[src/rtl/common_dffram_2a1w1r.sv]
// DFF-based simple-dual-port RAM: one write port (A), one read port (B).
// Address encoding per port is selectable (one-hot or binary); tdout exposes every entry.
module common_dffram_2a1w1r #(
    parameter int RAM_DATA_WIDTH          = 8,
    parameter int RAM_DEPTH               = 4,
    parameter int PORTA_ONEHOT_ADDRESSING = 1,
    parameter int PORTB_ONEHOT_ADDRESSING = 1,
    parameter int PORTA_BIT_WRITE_ENABLE  = 0,
    parameter int DATA_COUPLED            = 0,
    localparam int AW_A = (PORTA_ONEHOT_ADDRESSING != 0) ? RAM_DEPTH : $clog2(RAM_DEPTH),
    localparam int AW_B = (PORTB_ONEHOT_ADDRESSING != 0) ? RAM_DEPTH : $clog2(RAM_DEPTH),
    localparam int WE_W = (PORTA_BIT_WRITE_ENABLE != 0) ? RAM_DATA_WIDTH : 1
) (
    input  logic                              clk,
    input  logic                              reset,
    input  logic                              ena,
    input  logic [WE_W-1:0]                   wea,
    input  logic [AW_A-1:0]                   addra,
    input  logic [RAM_DATA_WIDTH-1:0]         dina,
    input  logic [AW_B-1:0]                   addrb,
    output logic [RAM_DATA_WIDTH-1:0]         doutb,
    output logic [RAM_DEPTH*RAM_DATA_WIDTH-1:0] tdout
);

    logic [RAM_DATA_WIDTH-1:0] r_mem [RAM_DEPTH];
    logic [RAM_DEPTH-1:0]      w_sel_a;
    logic [RAM_DATA_WIDTH-1:0] w_bit_we;
    logic [RAM_DATA_WIDTH-1:0] w_rdata;

    if (PORTA_BIT_WRITE_ENABLE != 0) begin : g_bit_we
        assign w_bit_we = wea;
    end else begin : g_word_we
        assign w_bit_we = {RAM_DATA_WIDTH{wea[0]}};
    end

    for (genvar i = 0; i < RAM_DEPTH; i++) begin : g_entry
        if (PORTA_ONEHOT_ADDRESSING != 0) begin : g_oh
            assign w_sel_a[i] = addra[i];
        end else begin : g_bin
            assign w_sel_a[i] = (addra == AW_A'(i));
        end

        // Entry storage with a masked write; reset is a synchronous clear.
        always_ff @(posedge clk) begin
            if (reset) begin
                r_mem[i] <= {RAM_DATA_WIDTH{1'b0}};
            end else if (ena && w_sel_a[i]) begin
                r_mem[i] <= (r_mem[i] & ~w_bit_we) | (dina & w_bit_we);
            end
        end

        assign tdout[i*RAM_DATA_WIDTH +: RAM_DATA_WIDTH] = r_mem[i];
    end

    if (PORTB_ONEHOT_ADDRESSING != 0) begin : g_rd_oh
        // One-hot read mux: AND-OR over all entries.
        always_comb begin
            w_rdata = {RAM_DATA_WIDTH{1'b0}};
            for (int i = 0; i < RAM_DEPTH; i++) begin
                w_rdata = w_rdata | (r_mem[i] & {RAM_DATA_WIDTH{addrb[i]}});
            end
        end
    end else begin : g_rd_bin
        assign w_rdata = r_mem[addrb];
    end

    if (DATA_COUPLED != 0) begin : g_rd_reg
        logic [RAM_DATA_WIDTH-1:0] r_doutb;
        // Registered read data for timing-critical consumers.
        always_ff @(posedge clk) begin
            r_doutb <= w_rdata;
        end
        assign doutb = r_doutb;
    end else begin : g_rd_comb
        assign doutb = w_rdata;
    end

endmodule

[src/rtl/common_dffram_fifo.sv]
// First-word-fall-through FIFO over the DFF RAM, using one-hot read/write pointers
// so the RAM needs no address decode.
module common_dffram_fifo #(
    parameter int DATA_WIDTH = 8,
    parameter int DEPTH      = 4,
    localparam int CNT_WIDTH = $clog2(DEPTH + 1)
) (
    input  logic                  clk,
    input  logic                  reset,
    input  logic                  flush,
    input  logic                  s_valid,
    output logic                  s_ready,
    input  logic [DATA_WIDTH-1:0] s_data,
    output logic                  m_valid,
    input  logic                  m_ready,
    output logic [DATA_WIDTH-1:0] m_data,
    output logic [CNT_WIDTH-1:0]  count,
    output logic                  full,
    output logic                  empty
);

    localparam logic [DEPTH-1:0]     PTR_RESET = {{(DEPTH-1){1'b0}}, 1'b1};
    localparam logic [CNT_WIDTH-1:0] CNT_FULL  = CNT_WIDTH'(DEPTH);

    function automatic logic [DEPTH-1:0] rotl(input logic [DEPTH-1:0] p);
        return {p[DEPTH-2:0], p[DEPTH-1]};
    endfunction

    logic [DEPTH-1:0]     r_wptr;
    logic [DEPTH-1:0]     r_rptr;
    logic [CNT_WIDTH-1:0] r_cnt;
    logic [DEPTH-1:0]     w_wptr_nxt;
    logic [DEPTH-1:0]     w_rptr_nxt;
    logic [CNT_WIDTH-1:0] w_cnt_nxt;
    logic                 w_full;
    logic                 w_empty;
    logic                 w_push;
    logic                 w_pop;
    logic [DEPTH*DATA_WIDTH-1:0] w_tdout_unused;

    assign w_full  = (r_cnt == CNT_FULL);
    assign w_empty = (r_cnt == {CNT_WIDTH{1'b0}});
    assign w_push  = s_valid & ~w_full & ~flush;
    assign w_pop   = m_ready & ~w_empty & ~flush;

    assign s_ready = ~w_full;
    assign m_valid = ~w_empty;
    assign full    = w_full;
    assign empty   = w_empty;
    assign count   = r_cnt;

    // Next pointer and occupancy values from the push/pop pair.
    always_comb begin
        w_wptr_nxt = r_wptr;
        w_rptr_nxt = r_rptr;
        w_cnt_nxt  = r_cnt;
        if (w_push) begin
            w_wptr_nxt = rotl(r_wptr);
        end else begin
            w_wptr_nxt = r_wptr;
        end
        if (w_pop) begin
            w_rptr_nxt = rotl(r_rptr);
        end else begin
            w_rptr_nxt = r_rptr;
        end
        case ({w_push, w_pop})
            2'b10:   w_cnt_nxt = r_cnt + CNT_WIDTH'(1'b1);
            2'b01:   w_cnt_nxt = r_cnt - CNT_WIDTH'(1'b1);
            default: w_cnt_nxt = r_cnt;
        endcase
    end

    // Pointer/count state; flush wins over any transfer in the same cycle.
    always_ff @(posedge clk or negedge reset) begin
        if (!reset) begin
            r_wptr <= PTR_RESET;
            r_rptr <= PTR_RESET;
            r_cnt  <= {CNT_WIDTH{1'b0}};
        end else if (flush) begin
            r_wptr <= PTR_RESET;
            r_rptr <= PTR_RESET;
            r_cnt  <= {CNT_WIDTH{1'b0}};
        end else begin
            r_wptr <= w_wptr_nxt;
            r_rptr <= w_rptr_nxt;
            r_cnt  <= w_cnt_nxt;
        end
    end

    common_dffram_2a1w1r #(
        .RAM_DATA_WIDTH          (DATA_WIDTH),
        .RAM_DEPTH               (DEPTH),
        .PORTA_ONEHOT_ADDRESSING (1),
        .PORTB_ONEHOT_ADDRESSING (1),
        .PORTA_BIT_WRITE_ENABLE  (0),
        .DATA_COUPLED            (0)
    ) u_ram (
        .clk   (clk),
        .reset (1'b0),
        .ena   (w_push),
        .wea   (w_push),
        .addra (r_wptr),
        .dina  (s_data),
        .addrb (r_rptr),
        .doutb (m_data),
        .tdout (w_tdout_unused)
    );

endmodule

[config.mk]
export PLATFORM = sky130hd
export DESIGN_NAME = common_dffram_fifo
export DESIGN_NICKNAME = d
export VERILOG_FILES = /design/src/rtl/common_dffram_2a1w1r.sv /design/src/rtl/common_dffram_fifo.sv
export SDC_FILE = /design/constraint.sdc
export NUM_CORES = 1
export LEC_CHECK = 0
export CAP_MARGIN = 20
export CORE_MARGIN = 2
export CORE_UTILIZATION = 25
export DETAILED_ROUTE_END_ITERATION = 8
export PLACE_DENSITY = 0.42
export SLEW_MARGIN = 25
export SYNTH_ARGS = -nofsm -noshare
export SYNTH_HDL_FRONTEND = slang
export SYNTH_SLANG_ARGS = --single-unit
[constraint.sdc]
create_clock -name clk -period 6.35 [get_ports clk]
set_input_delay 1.5875 -clock clk [delete_from_list [all_inputs] [get_ports clk]]
set_output_delay 1.5875 -clock clk [all_outputs]
set_load 0.005 [all_outputs]
==> flow_summary.yaml <==
routing:
  drtIter0Drc: 54
  wl_per_cell_um: 14.6
  routed_wirelength_mm: 3.86
  drc: 0
  first_pass_iters: 6
  postRouteAntennaNets: 0
  vias_per_cell: 4.52
  vias: 1192
die:
  die_y_um: 89.6
  std_cell_rows: 31
  fp.coreArea_mm2: 0.00718
  pin_count: 28
  dieArea_mm2: 0.00803
  start_util_pct: 25.5
  die_width_um: 89.6
pwr:
  clock_power_share_pct: 33.7
  p_per_area_mw_per_mm2: 272
  ir_drop_v: 0.000116
  p_leak_uw: 0.000789
  switchingPower_uw: 142
  seqPwrFrac_pct: 53.3
  comb_power_share_pct: 13.0
  internal_power_uw: 476
  p_total_uw: 618
  switching_share_pct: 23.0
clock_network:
  insertion_delay_ps: 290
  postCtsHoldBufs: 0
  htreeDepth: 2
  cts_resized: 0
  postCtsSetupBuffers: 0
  cts_sinks: 43
  cts-root-buf: "clkbuf_8"
  cts_made_buffers: 5
  clock_path_buffers: 2
  cts_tree: "yes"
  clkTransAtPathRegs_ps: 80
final_layout:
  fillCellCount: 710
  final_util_pct: 31.6
  multi_input_area_um2: 514
  area_growth_pct: 24.0
  layout_common_cells: "edfxtp_1 (32), clkdlybuf4s50_1 (27), nand2_1 (20)"
  register_area_mm2: 0.00124
  n_antenna_cell: 0
  fin_nets: 178
  drive_gt1_share_pct: 6.67
  layout_commonest_cell: "edfxtp_1"
synth:
  ys_seq_area_share_pct: 67.6
  synth_area_mm2: 0.00183
  syn_inst: 142
  yosys_warnings: 0
  syn_area_per_cell_um2: 12.9
  ys_ff_latch: 43
  ys_types: 32
  syn_nets: 156
critical_path:
  critical_path_class: "primary input to flip-flop"
  worstPathRequired_ps: 6510
  r2r_slack_ps: 3820
  worstPathMaxFanout: 18
  reg2reg_depth: 6
  cp_data_arrival_time_ps: 3880
  setup.worst_path.end_class: "flip-flop"
  start_kind: "primary input"
sta:
  setup-tns-final_ps: 0
  finalClockSkew_ps: 6.06
  min_period_ps: 3720
  slew_headroom_pct: 62.9
  final-setup-viol-count: 0
  drv_slew: 0
  tightest_slew_ps: 555
  fmax_ghz: 0.269
  whs_ps: 535
  post-route-period-util_pct: 58.6
  rsz0062_at_grt: "no"
  finalHoldViolCount: 0
global_routing:
  track_usage_pct: 10.2
  antenna_found_initial: 0
  grt_max_degree: 19
  globalRoute.totalOverflow: 0
  grt_pass1_wl_mm: 5.90
  grt_pass1_vias: 1170
min_path:
  holdPathStages: 2
  hp-class: "flip-flop to flip-flop"
placed_design:
  routabilityCongestion: 0.690
  dp_hpwl_mm: 2.57
  port_buffers: 27
outcome:
  status: "complete, no violations"
flow_run:
  drv_cap: 0
[final timing paths]
check | end | from
setup reg to reg | count[1] | count[0]
hold reg to reg | r_wptr[1] | r_wptr[0]
max in group asynchronous | r_rptr[0] | reset
min in group asynchronous | count[2] | reset
hold / removal | r_wptr[1] | r_wptr[0]
setup / recovery | count[1] | s_valid
[power groups by stage]
stage / logic, uW / clock network (uW) / registers, uW
final: 80.4 / 208 / 329
after global routing: 90.2 / 225 / 332
after CTS: 82.0 / 215 / 330
after detailed placement: 81.8 / 0 / 336
after global placement: 79.0 / 0 / 335
after floorplan: 49.0 / 0 / 325
[logic make-up (layout without fill, tap and decap cells)]
| logic type | count (synthesis) | in the layout | synth area share [%] |
|---|---|---|---|
| AND/OR/NAND/NOR | 47 | 47 | 13.0 |
| XOR/XNOR | 2 | 2 | 0.956 |
| flip-flops | 43 | 43 | 67.6 |
| buffers and inverters | 15 | 38 | 4.30 |
| multiplexers | 1 | 1 | 0.546 |
| AO/OA/AOI/OAI | 33 | 33 | 12.4 |
| adder cells (fa/ha/maj) | 1 | 1 | 1.09 |
[synthesized netlist by cell type (all sizes together)]
library cell	count	area share [%]
edfxtp	32	52
nand2	20	4.1
a22oi	16	6.6
a21oi	9	2.5
dfrtp	9	12
nand3	8	2.2
buf	6	2.5
clkbuf	6	1.2
and2	5	1.7
nor3b	4	1.6
inv	3	0.61
nor2	3	0.61
a2111oi	2	0.96
dfstp	2	2.9
or3	2	0.68
a211o	1	0.48
a21o	1	0.41
a31oi	1	0.34
and3	1	0.61
fa	1	1.1
mux2i	1	0.55
nand2b	1	0.34
nand3b	1	0.41
nor3	1	0.27
o221ai	1	0.48
o22ai	1	0.34
o31ai	1	0.41
or3b	1	0.48
xnor2	1	0.48
xor2	1	0.48
[worst max-delay path: stages]
cell	delay, ps
clkdlybuf4s50_1	820
nand2_1	210
nor3b_1	210
fa_1	550
o22ai_1	80
a2111oi_0	430
[per-layer routing]
layer / vias up / routed length (um) / GRT usage (%) / share of wire, %
met3: 7 / 198 / 3.11 / 5.1
met4: 0 / 66 / 3.66 / 1.7
met1: 576 / 1600 / 11.9 / 41
li1: 569 / - / - / -
met2: 40 / 2000 / 17.8 / 52
met5: - / 0 / 0 / 0
[area by class of cell]
class | instances | area share, %
Inverter | 3 | 0.496
Timing Repair Buffer | 27 | 11.9
Multi-Input combinational cell | 84 | 22.6
Tap cell | 99 | 5.45
Clock buffer | 5 | 3.03
Sequential cell | 43 | 54.5
Clock inverter | 3 | 1.93
[metrics by stage]
| stage | instances | cell area [um2] | worst slack (ps) |
|---|---|---|---|
| finish | 264 | 2270 | 2630 |
| detailed placement | 256 | 2160 | 2320 |
| floorplan | 142 | 1830 | 3090 |
| global placement | 256 | 2160 | 2450 |
| global route | 264 | 2270 | 2400 |
| CTS | 264 | 2270 | 2630 |
(Power assumes the default switching activity.)
